$ cat config.mk
export PLATFORM = sky130hd
export DESIGN_NAME = pipe_adder_flat
export DESIGN_NICKNAME = d
export VERILOG_FILES = /design/src/rtl/pipe_adder_if.sv /design/src/rtl/pipe_adder.sv /design/src/flat_wrapper.sv
export SDC_FILE = /design/constraint.sdc
export NUM_CORES = 1
export LEC_CHECK = 0
export ABC_AREA = 1
export BUFFER_PORTS_ARGS = -buffer_cell sky130_fd_sc_hd__buf_4
export CAP_MARGIN = 20
export CORE_ASPECT_RATIO = 0.9
export CORE_MARGIN = 3
export CORE_UTILIZATION = 53
export CTS_CLUSTER_DIAMETER = 50
export DETAILED_ROUTE_END_ITERATION = 7
export PLACE_DENSITY_LB_ADDON = 0.08
export SETUP_SLACK_MARGIN = 0.4
export SLEW_MARGIN = 20
export SYNTH_ARGS = -nofsm -noshare
export SYNTH_HDL_FRONTEND = slang
export SYNTH_HIERARCHICAL = 1
export SYNTH_SLANG_ARGS = --single-unit
export TNS_END_PERCENT = 10
$ cat constraint.sdc
create_clock -name clk -period 4.9 [get_ports clk]
set_input_delay 0.245 -clock clk [delete_from_list [all_inputs] [get_ports clk]]
set_output_delay 0.245 -clock clk [all_outputs]
set_load 0.01 [all_outputs]
$ cat src/rtl/pipe_adder_if.sv
// Valid/ready bus for the pipelined adder: operand beat in, result beat out.
interface pipe_adder_if #(
  parameter int WIDTH = 32
);
  logic             in_valid;
  logic             in_ready;
  logic [WIDTH-1:0] a;
  logic [WIDTH-1:0] b;
  logic             sub;
  logic             cin;
  logic             out_valid;
  logic             out_ready;
  logic [WIDTH-1:0] sum;
  logic             cout;
  logic             ovf;
  logic             zero;

  modport master (
    output in_valid, a, b, sub, cin, out_ready,
    input  in_ready, out_valid, sum, cout, ovf, zero
  );

  modport slave (
    input  in_valid, a, b, sub, cin, out_ready,
    output in_ready, out_valid, sum, cout, ovf, zero
  );
endinterface

$ cat src/rtl/pipe_adder.sv
// Pipelined adder/subtractor: one CHUNK-bit slice per stage, carry registered
// between stages, whole pipe stalls as a unit on output back-pressure.
module pipe_adder_slice #(
  parameter int CHUNK = 8
) (
  input  logic [CHUNK-1:0] i_a,
  input  logic [CHUNK-1:0] i_b,
  input  logic             i_c,
  output logic [CHUNK-1:0] o_s,
  output logic             o_c
);
  assign {o_c, o_s} = {1'b0, i_a} + {1'b0, i_b} + {{CHUNK{1'b0}}, i_c};
endmodule

module pipe_adder #(
  parameter int WIDTH  = 32,
  parameter int STAGES = 4
) (
  input  logic         clk,
  input  logic         rst,
  pipe_adder_if.slave  bus
);
  // WIDTH must be a multiple of STAGES
  localparam int CHUNK = WIDTH / STAGES;

  logic [STAGES-1:0] r_vld_pipe;
  logic              w_adv;
  logic              w_acc;
  logic [WIDTH-1:0]  w_bp;
  logic              w_c0;

  logic [WIDTH-1:0]  r_sum;
  logic              r_cout;
  logic              r_ovf;
  logic              r_zero;

  assign w_bp  = bus.sub ? ~bus.b : bus.b;
  assign w_c0  = bus.sub | bus.cin;
  assign w_adv = ~(r_vld_pipe[STAGES-1] & ~bus.out_ready);
  assign w_acc = bus.in_valid & w_adv;

  always_ff @(posedge clk or posedge rst) begin
    if (rst)        r_vld_pipe <= '0;
    else if (w_adv) r_vld_pipe <= (r_vld_pipe << 1) | STAGES'(w_acc);
  end

  for (genvar k = 0; k < STAGES; k++) begin : g_st
    // IW: operand bits not yet consumed on entry; SW: sum bits known on exit
    localparam int IW = WIDTH - k * CHUNK;
    localparam int SW = (k + 1) * CHUNK;

    logic [IW-1:0]    w_a_src;
    logic [IW-1:0]    w_b_src;
    logic             w_ci;
    logic [CHUNK-1:0] w_s;
    logic             w_co;
    logic [SW-1:0]    w_sum_nx;

    pipe_adder_slice #(.CHUNK(CHUNK)) u_slice (
      .i_a (w_a_src[CHUNK-1:0]),
      .i_b (w_b_src[CHUNK-1:0]),
      .i_c (w_ci),
      .o_s (w_s),
      .o_c (w_co)
    );

    if (k == 0) begin : g_src
      assign w_a_src  = bus.a;
      assign w_b_src  = w_bp;
      assign w_ci     = w_c0;
      assign w_sum_nx = w_s;
    end else begin : g_src
      assign w_a_src  = g_st[k-1].g_reg.r_a;
      assign w_b_src  = g_st[k-1].g_reg.r_b;
      assign w_ci     = g_st[k-1].g_reg.r_c;
      assign w_sum_nx = {w_s, g_st[k-1].g_reg.r_sum};
    end

    if (k < STAGES - 1) begin : g_reg
      localparam int RW = WIDTH - SW;
      logic [RW-1:0] r_a;
      logic [RW-1:0] r_b;
      logic [SW-1:0] r_sum;
      logic          r_c;

      always_ff @(posedge clk or posedge rst) begin
        if (rst) begin
          r_a   <= '0;
          r_b   <= '0;
          r_sum <= '0;
          r_c   <= 1'b0;
        end else if (w_adv) begin
          r_a   <= w_a_src[IW-1:CHUNK];
          r_b   <= w_b_src[IW-1:CHUNK];
          r_sum <= w_sum_nx;
          r_c   <= w_co;
        end
      end
    end else begin : g_out
      // carry into the MSB recovered from the MSB's own sum bit
      logic w_cm;
      assign w_cm = w_a_src[CHUNK-1] ^ w_b_src[CHUNK-1] ^ w_s[CHUNK-1];

      always_ff @(posedge clk or posedge rst) begin
        if (rst) begin
          r_sum  <= '0;
          r_cout <= 1'b0;
          r_ovf  <= 1'b0;
          r_zero <= 1'b0;
        end else if (w_adv) begin
          r_sum  <= w_sum_nx;
          r_cout <= w_co;
          r_ovf  <= w_cm ^ w_co;
          r_zero <= (w_sum_nx == '0);
        end
      end
    end
  end

  assign bus.in_ready  = w_adv;
  assign bus.out_valid = r_vld_pipe[STAGES-1];
  assign bus.sum       = r_sum;
  assign bus.cout      = r_cout;
  assign bus.ovf       = r_ovf;
  assign bus.zero      = r_zero;
endmodule

$ cat src/flat_wrapper.sv
// flat-port wrapper written by rule: the top's interface ports become plain ports
module pipe_adder_flat 
#(
  parameter int WIDTH  = 32,
  parameter int STAGES = 4
)
  (clk, rst, bus_in_valid, bus_a, bus_b, bus_sub, bus_cin, bus_out_ready, bus_in_ready, bus_out_valid, bus_sum, bus_cout, bus_ovf, bus_zero);
  pipe_adder_if #(.WIDTH(WIDTH)) bus_i ();
  input  logic clk;
  input  logic rst;
  input wire logic [$bits(bus_i.in_valid)-1:0] bus_in_valid;
  input wire logic [$bits(bus_i.a)-1:0] bus_a;
  input wire logic [$bits(bus_i.b)-1:0] bus_b;
  input wire logic [$bits(bus_i.sub)-1:0] bus_sub;
  input wire logic [$bits(bus_i.cin)-1:0] bus_cin;
  input wire logic [$bits(bus_i.out_ready)-1:0] bus_out_ready;
  output wire logic [$bits(bus_i.in_ready)-1:0] bus_in_ready;
  output wire logic [$bits(bus_i.out_valid)-1:0] bus_out_valid;
  output wire logic [$bits(bus_i.sum)-1:0] bus_sum;
  output wire logic [$bits(bus_i.cout)-1:0] bus_cout;
  output wire logic [$bits(bus_i.ovf)-1:0] bus_ovf;
  output wire logic [$bits(bus_i.zero)-1:0] bus_zero;
  assign bus_i.in_valid = bus_in_valid;
  assign bus_i.a = bus_a;
  assign bus_i.b = bus_b;
  assign bus_i.sub = bus_sub;
  assign bus_i.cin = bus_cin;
  assign bus_i.out_ready = bus_out_ready;
  assign bus_in_ready = bus_i.in_ready;
  assign bus_out_valid = bus_i.out_valid;
  assign bus_sum = bus_i.sum;
  assign bus_cout = bus_i.cout;
  assign bus_ovf = bus_i.ovf;
  assign bus_zero = bus_i.zero;
  pipe_adder #(.WIDTH(WIDTH), .STAGES(STAGES)) u_core (.clk(clk), .rst(rst), .bus(bus_i));
endmodule
Word level (Yosys, flattened, before mapping)
Index checks and enable logic that the tools add are counted.

Output and inout bits: 37. Word-level logic and storage cells: 37. Input bits: 70. Register bits after elaboration: 186.

Reductions and logical operators: 1. Add/subtract/negate cells: 8. Multiplexer cells: 1. Bitwise operators: 10.

Operators by type and width (count): adder 8 x 8 -> 9 bit (4); adder 9 x 1 -> 9 bit (4); logical NOT 32 bit (1); 2-to-1 mux 32 bit (1); NOT 32 bit (1); OR 4 x 1 -> 4 bit (1); bitwise XOR 1 bit (3); bitwise AND 1 bit (2); NOT 1 bit (2); OR 1 bit (1).

Longest topological paths before layout
Depth in word-level cells: 5. Depth in mapped cells: 13. Depth with buffers taken out: 12.

Modules after synthesis
The synthesis kept the hierarchy.

Modules (own cells, without submodules): pipe_adder (area each 7374.6 sq um, times used 1, cells each 786, sequential area each 4654.5 sq um); pipe_adder_slice (u_core.g_st[0].u_slice ...) (area each 384.1 sq um, times used 3, cells each 59, sequential area each 0.0 sq um); pipe_adder_slice (u_core.g_st[3].u_slice) (area each 346.6 sq um, times used 1, cells each 59, sequential area each 0.0 sq um).

Worst setup path before layout
OpenSTA, ideal clock, no wires.

Path type: input port to flip-flop. Start: in bus_sub. End: reg u_core.g_st[0].g_reg.r_sum[6]. Arrival: 2.143 ns. Setup slack: 2.636 ns. Cell stages on the path: 13. Required time: 4.779 ns. Setup time: 0.121 ns. Path buffers: 2. Cells stage by stage: buf_4 > buf_4 > or2_2 > fa_1 > fa_1 > nand2_1 > nand2_1 > nand3b_4 > nand2_1 > nand2_1 > nand2_1 > nand2_1 > o21ai_1.

Elaborated cells between the ends (all ways): 4. Classes of those cells: add/sub: 2; mux: 1; bitwise: 1.

RTL lines: start: declaration (line flat_wrapper.sv:14) `input wire logic [$bits(bus_i.sub)-1:0] bus_sub;`; OR 1 bit (line pipe_adder.sv:38) `assign w_c0 = bus.sub | bus.cin;`; net u_core.g_st[0].w_ci (line pipe_adder.sv:54) `logic w_ci;`; adder 9 x 1 -> 9 bit (line pipe_adder.sv:12) `assign {o_c, o_s} = {1'b0, i_a} + {1'b0, i_b} + {{CHUNK{1'b0}}, i_c};`; net u_core.g_st[0].w_s[6] (line pipe_adder.sv:55) `logic [CHUNK-1:0] w_s;`; end signal: assignment (line pipe_adder.sv:95) `r_sum <= w_sum_nx;`; end: declaration (line pipe_adder.sv:83) `logic [SW-1:0] r_sum;`.

The timed path passes the listed nets, and every way through them passes these cells. A chain may end at the register's enable or synchronous reset.

Worst setup path in the final report
Start: reg u_core.r_vld_pipe[3]. End: reg u_core.g_st[0].g_reg.r_b[21].

Cells in the longest elaborated chain, start to end: 1.

RTL lines: start: declaration (line pipe_adder.sv:26) `logic [STAGES-1:0] r_vld_pipe;`; start signal: assignment (line pipe_adder.sv:44) `else if (w_adv) r_vld_pipe <= (r_vld_pipe << 1) | STAGES'(w_acc);`; bitwise AND 1 bit (line pipe_adder.sv:39) `assign w_adv = ~(r_vld_pipe[STAGES-1] & ~bus.out_ready);`; end signal: assignment (line pipe_adder.sv:94) `r_b <= w_b_src[IW-1:CHUNK];`; end: declaration (line pipe_adder.sv:82) `logic [RW-1:0] r_b;`.

No other way between the ends.

==> run metrics <==
# clock sinks=between 150 and 200; run status=finished clean; CTS clk-pin slew, worst paths=around 70 ps; Hold Path Class=in2reg; Post-Route WL=17.1 mm; clock buffer depth=2; Worst Skew=roughly 7.4 ps; setup_tns=0 ps; Slew Viols, Final=0; CP Launch Type=flip-flop; DIE HEIGHT=129 µm; GR Overflow Total=0; CTS tree=done; Post-synth top cells=nand2_1 (416), dfrtp_1 (186), inv_1 (81), o21ai_0 (70), o21ai_1 (47); CTS buffer count=17; leading area contributor after synthesis=dfrtp_1; detailed router's first-iteration violation count=roughly 380; Worst Max-Slew Pin Slew=about 1100 ps; GP Congestion=0.820; Reg-to-Reg End=u_core/g_st[0].g_reg.r_b[21]; non-filler cells, final=between 1k and 1.5k; min cycle time layout=between 2000 and 3000 ps; ANT cells=0; Antenna Nets Post-Route=0; port buffer count=106; initial antenna violation count=0; Worst slew margin=between 20 and 30%; wire length of the first global-routing pass=between 20 and 30 mm; Synth Net Count=roughly 1.1k; final worst path period share=between 50% and 60%; VDD IR max=between 300 and 400 µV; Worst Path Arrival=~2800 ps; largest net degree at the start of global routing=about 190; Synth top area share=a little over half; Starting Density=between 50% and 60%; setup slack after layout=around 2300 ps; Synth Warn #=6; Yosys reg bits=186; Critical R2R Launch=u_core/r_vld_pipe[3]; Worst R2R Setup Slack=around 2300 ps; DP Cell Count=between 1k and 1.5k; placed wire-length estimate=~11 mm; WS Path Type=reg2reg; final core occ=a little under two thirds; drt drc=0; drt first pass iters=4; H-tree depth=4; core area=0.0163 mm²; Fin Hold WS=approximately 19 ps; Max Clock Freq=roughly 400 MHz; Final Setup Violations=0; pwr/cell area=between 600 and 700 mW/mm²; CP Capture Type=flip-flop; vias in the first global route=roughly 6.2k; Crit. Startpoint=u_core/r_vld_pipe[3]; Cell Area, Synth=around 0.0089 mm²; Mapped Avg Cell Area=8.68 µm²; Die Area=about 0.018 mm²; I/O Pins=between 100 and 150; FF+latch area=~0.0047 mm²; Critical Path RT=approximately 5200 ps; per-cell routed wire length=12.8 µm; NumNets Final=around 1.2k; Post-synth EDFFs=0; routed vias=around 6.4k; max_cap viols=0; Post-synth ARST share=100%; part of the Yosys area used for sequential elements=52.5%; # fillers=1,445; most numerous cell in the Yosys netlist=nand2_1; unrepaired setup endpoints after global routing=no; Row Count=44; synth top area cells=dfrtp_1 (52%), nand2_1 (18%), ha_1 (3.9%); cell count after synthesis=approximately 1.0k; Via density=roughly 4.8; Area Overhead vs Synth=17.0%; die width=about 140 µm; CP Max Fanout=117; worst slack, placed=2370 ps; GRT Total Usage=about a fifth; area occupied by multi-input gates=about 0.0036 mm²; post-synth cell types=29; leakage power=5.40 nW; Reg2Reg Depth=5; Primary FF master, synth=dfrtp_1; layout cells sized above 1=15.6%; CP endpoint=u_core/g_st[0].g_reg.r_b[21]; clk root buf=clkbuf_16; worst-skew pair later-pin latency=roughly 430 ps; Final Hold Viols=0
power breakdown:
part	total, mW	switching, mW	internal [mW]	leakage, nW
logic	2.68	1.57	1.11	2.81
clock network	1.54	0.597	0.939	0.324
registers	2.60	0.386	2.21	2.26
state kept, by name (all words and copies together), names as in the netlist, 3 cells and up:
register / flops
u_core/g_st.g_reg.r_sum: 48
u_core/g_st.g_reg.r_c: 3
u_core/r_vld_pipe: 4
u_core/bus.sum: 32
u_core/g_st.g_reg.r_b: 48
u_core/g_st.g_reg.r_a: 48
per-layer routing:
layer | wire length (µm) | up-vias | global-route usage [%] | part of all wire (%)
met1 | 8140 | 2945 | 27.6 | 48
met3 | 606 | 20 | 4.05 | 3.5
met5 | 0 | - | 0 | 0
met2 | 7980 | 100 | 31.3 | 47
li1 | - | 3350 | - | -
met4 | 365 | 0 | 7.71 | 2.1
how the worst min path moves through the flow:
stage | endpoint | depth (start not counted) | start
3_5_place_dp | u_core/r_vld_pipe[3] | 2 | u_core/r_vld_pipe[2]
3_3_place_gp | u_core/r_vld_pipe[3] | 2 | u_core/r_vld_pipe[2]
2_1_floorplan | u_core/g_st[0].g_reg.r_a[0] | 2 | bus_a[8]
4_1_cts | u_core/g_st[0].g_reg.r_a[2] | 3 | bus_a[10]
5_1_grt | u_core/g_st[0].g_reg.r_a[23] | 3 | bus_a[31]
6_report | u_core/g_st[0].g_reg.r_a[3] | 3 | bus_a[11]
cells by family (layout without fill, tap and decap cells):
logic type	after synthesis	in the layout	synth area share, %
compound gates	130	130	7.36
xor+xnor	45	45	4.44
fa+ha+maj	36	36	5.75
buf+inv	129	230	6.92
flops	186	186	52.5
simple gates	496	496	23.1
stage by stage:
step	total power, mW	instance area (µm²)
CTS	6.90	10400
global placement	5.26	9680
detailed placement	5.32	9680
global route	7.43	10400
floorplan	4.60	8880
finish	6.81	10400
layout by cell type, fill, tap and decap left out:
master,instances
nand2_1,416
dfrtp_1,186
buf_4,109
inv_1,80
o21ai_0,70
o21ai_1,47
xnor2_1,32
nor2_1,29
ha_1,28
clkbuf_16,17
nand3_1,16
xor2_1,13
a21oi_1,12
nand2_2,9
fa_1,8
or2_4,6
bufinv_16,5
nand3b_1,5
clkinv_4,4
dlygate4sd3_1,3
or2_2,3
nand3b_4,3
inv_2,3
nor2_2,3
nand3_2,3
clkbuf_8,2
inv_6,2
clkinvlp_4,2
clkinv_2,1
nor2_4,1
inv_4,1
nor3_1,1
o21bai_1,1
or2_1,1
buf_12,1
worst max-delay path, cell delays in order, from the launching register on:
cell     delay, ps
dfrtp_1        340
inv_1           60
nor2_4         110
buf_4          660
buf_4          870
o21ai_0        220
final cells by class:
type	count	share of cell area [%]
clock buffers	19	4.36
clock inverters	13	2.07
inverters	85	3.13
multi-input cells	707	34.7
flip-flops and latches	186	44.8
well taps	207	2.50
repair buffers	113	8.37
repair_timing:
item / 4_1_cts / 5_1_grt
hold buffers: 3 / 0
hold endpoints to repair: 3 / 0
gates resized for setup: 0 / 0
buffers inserted: 0 / 0
(Power assumes the default switching activity.)
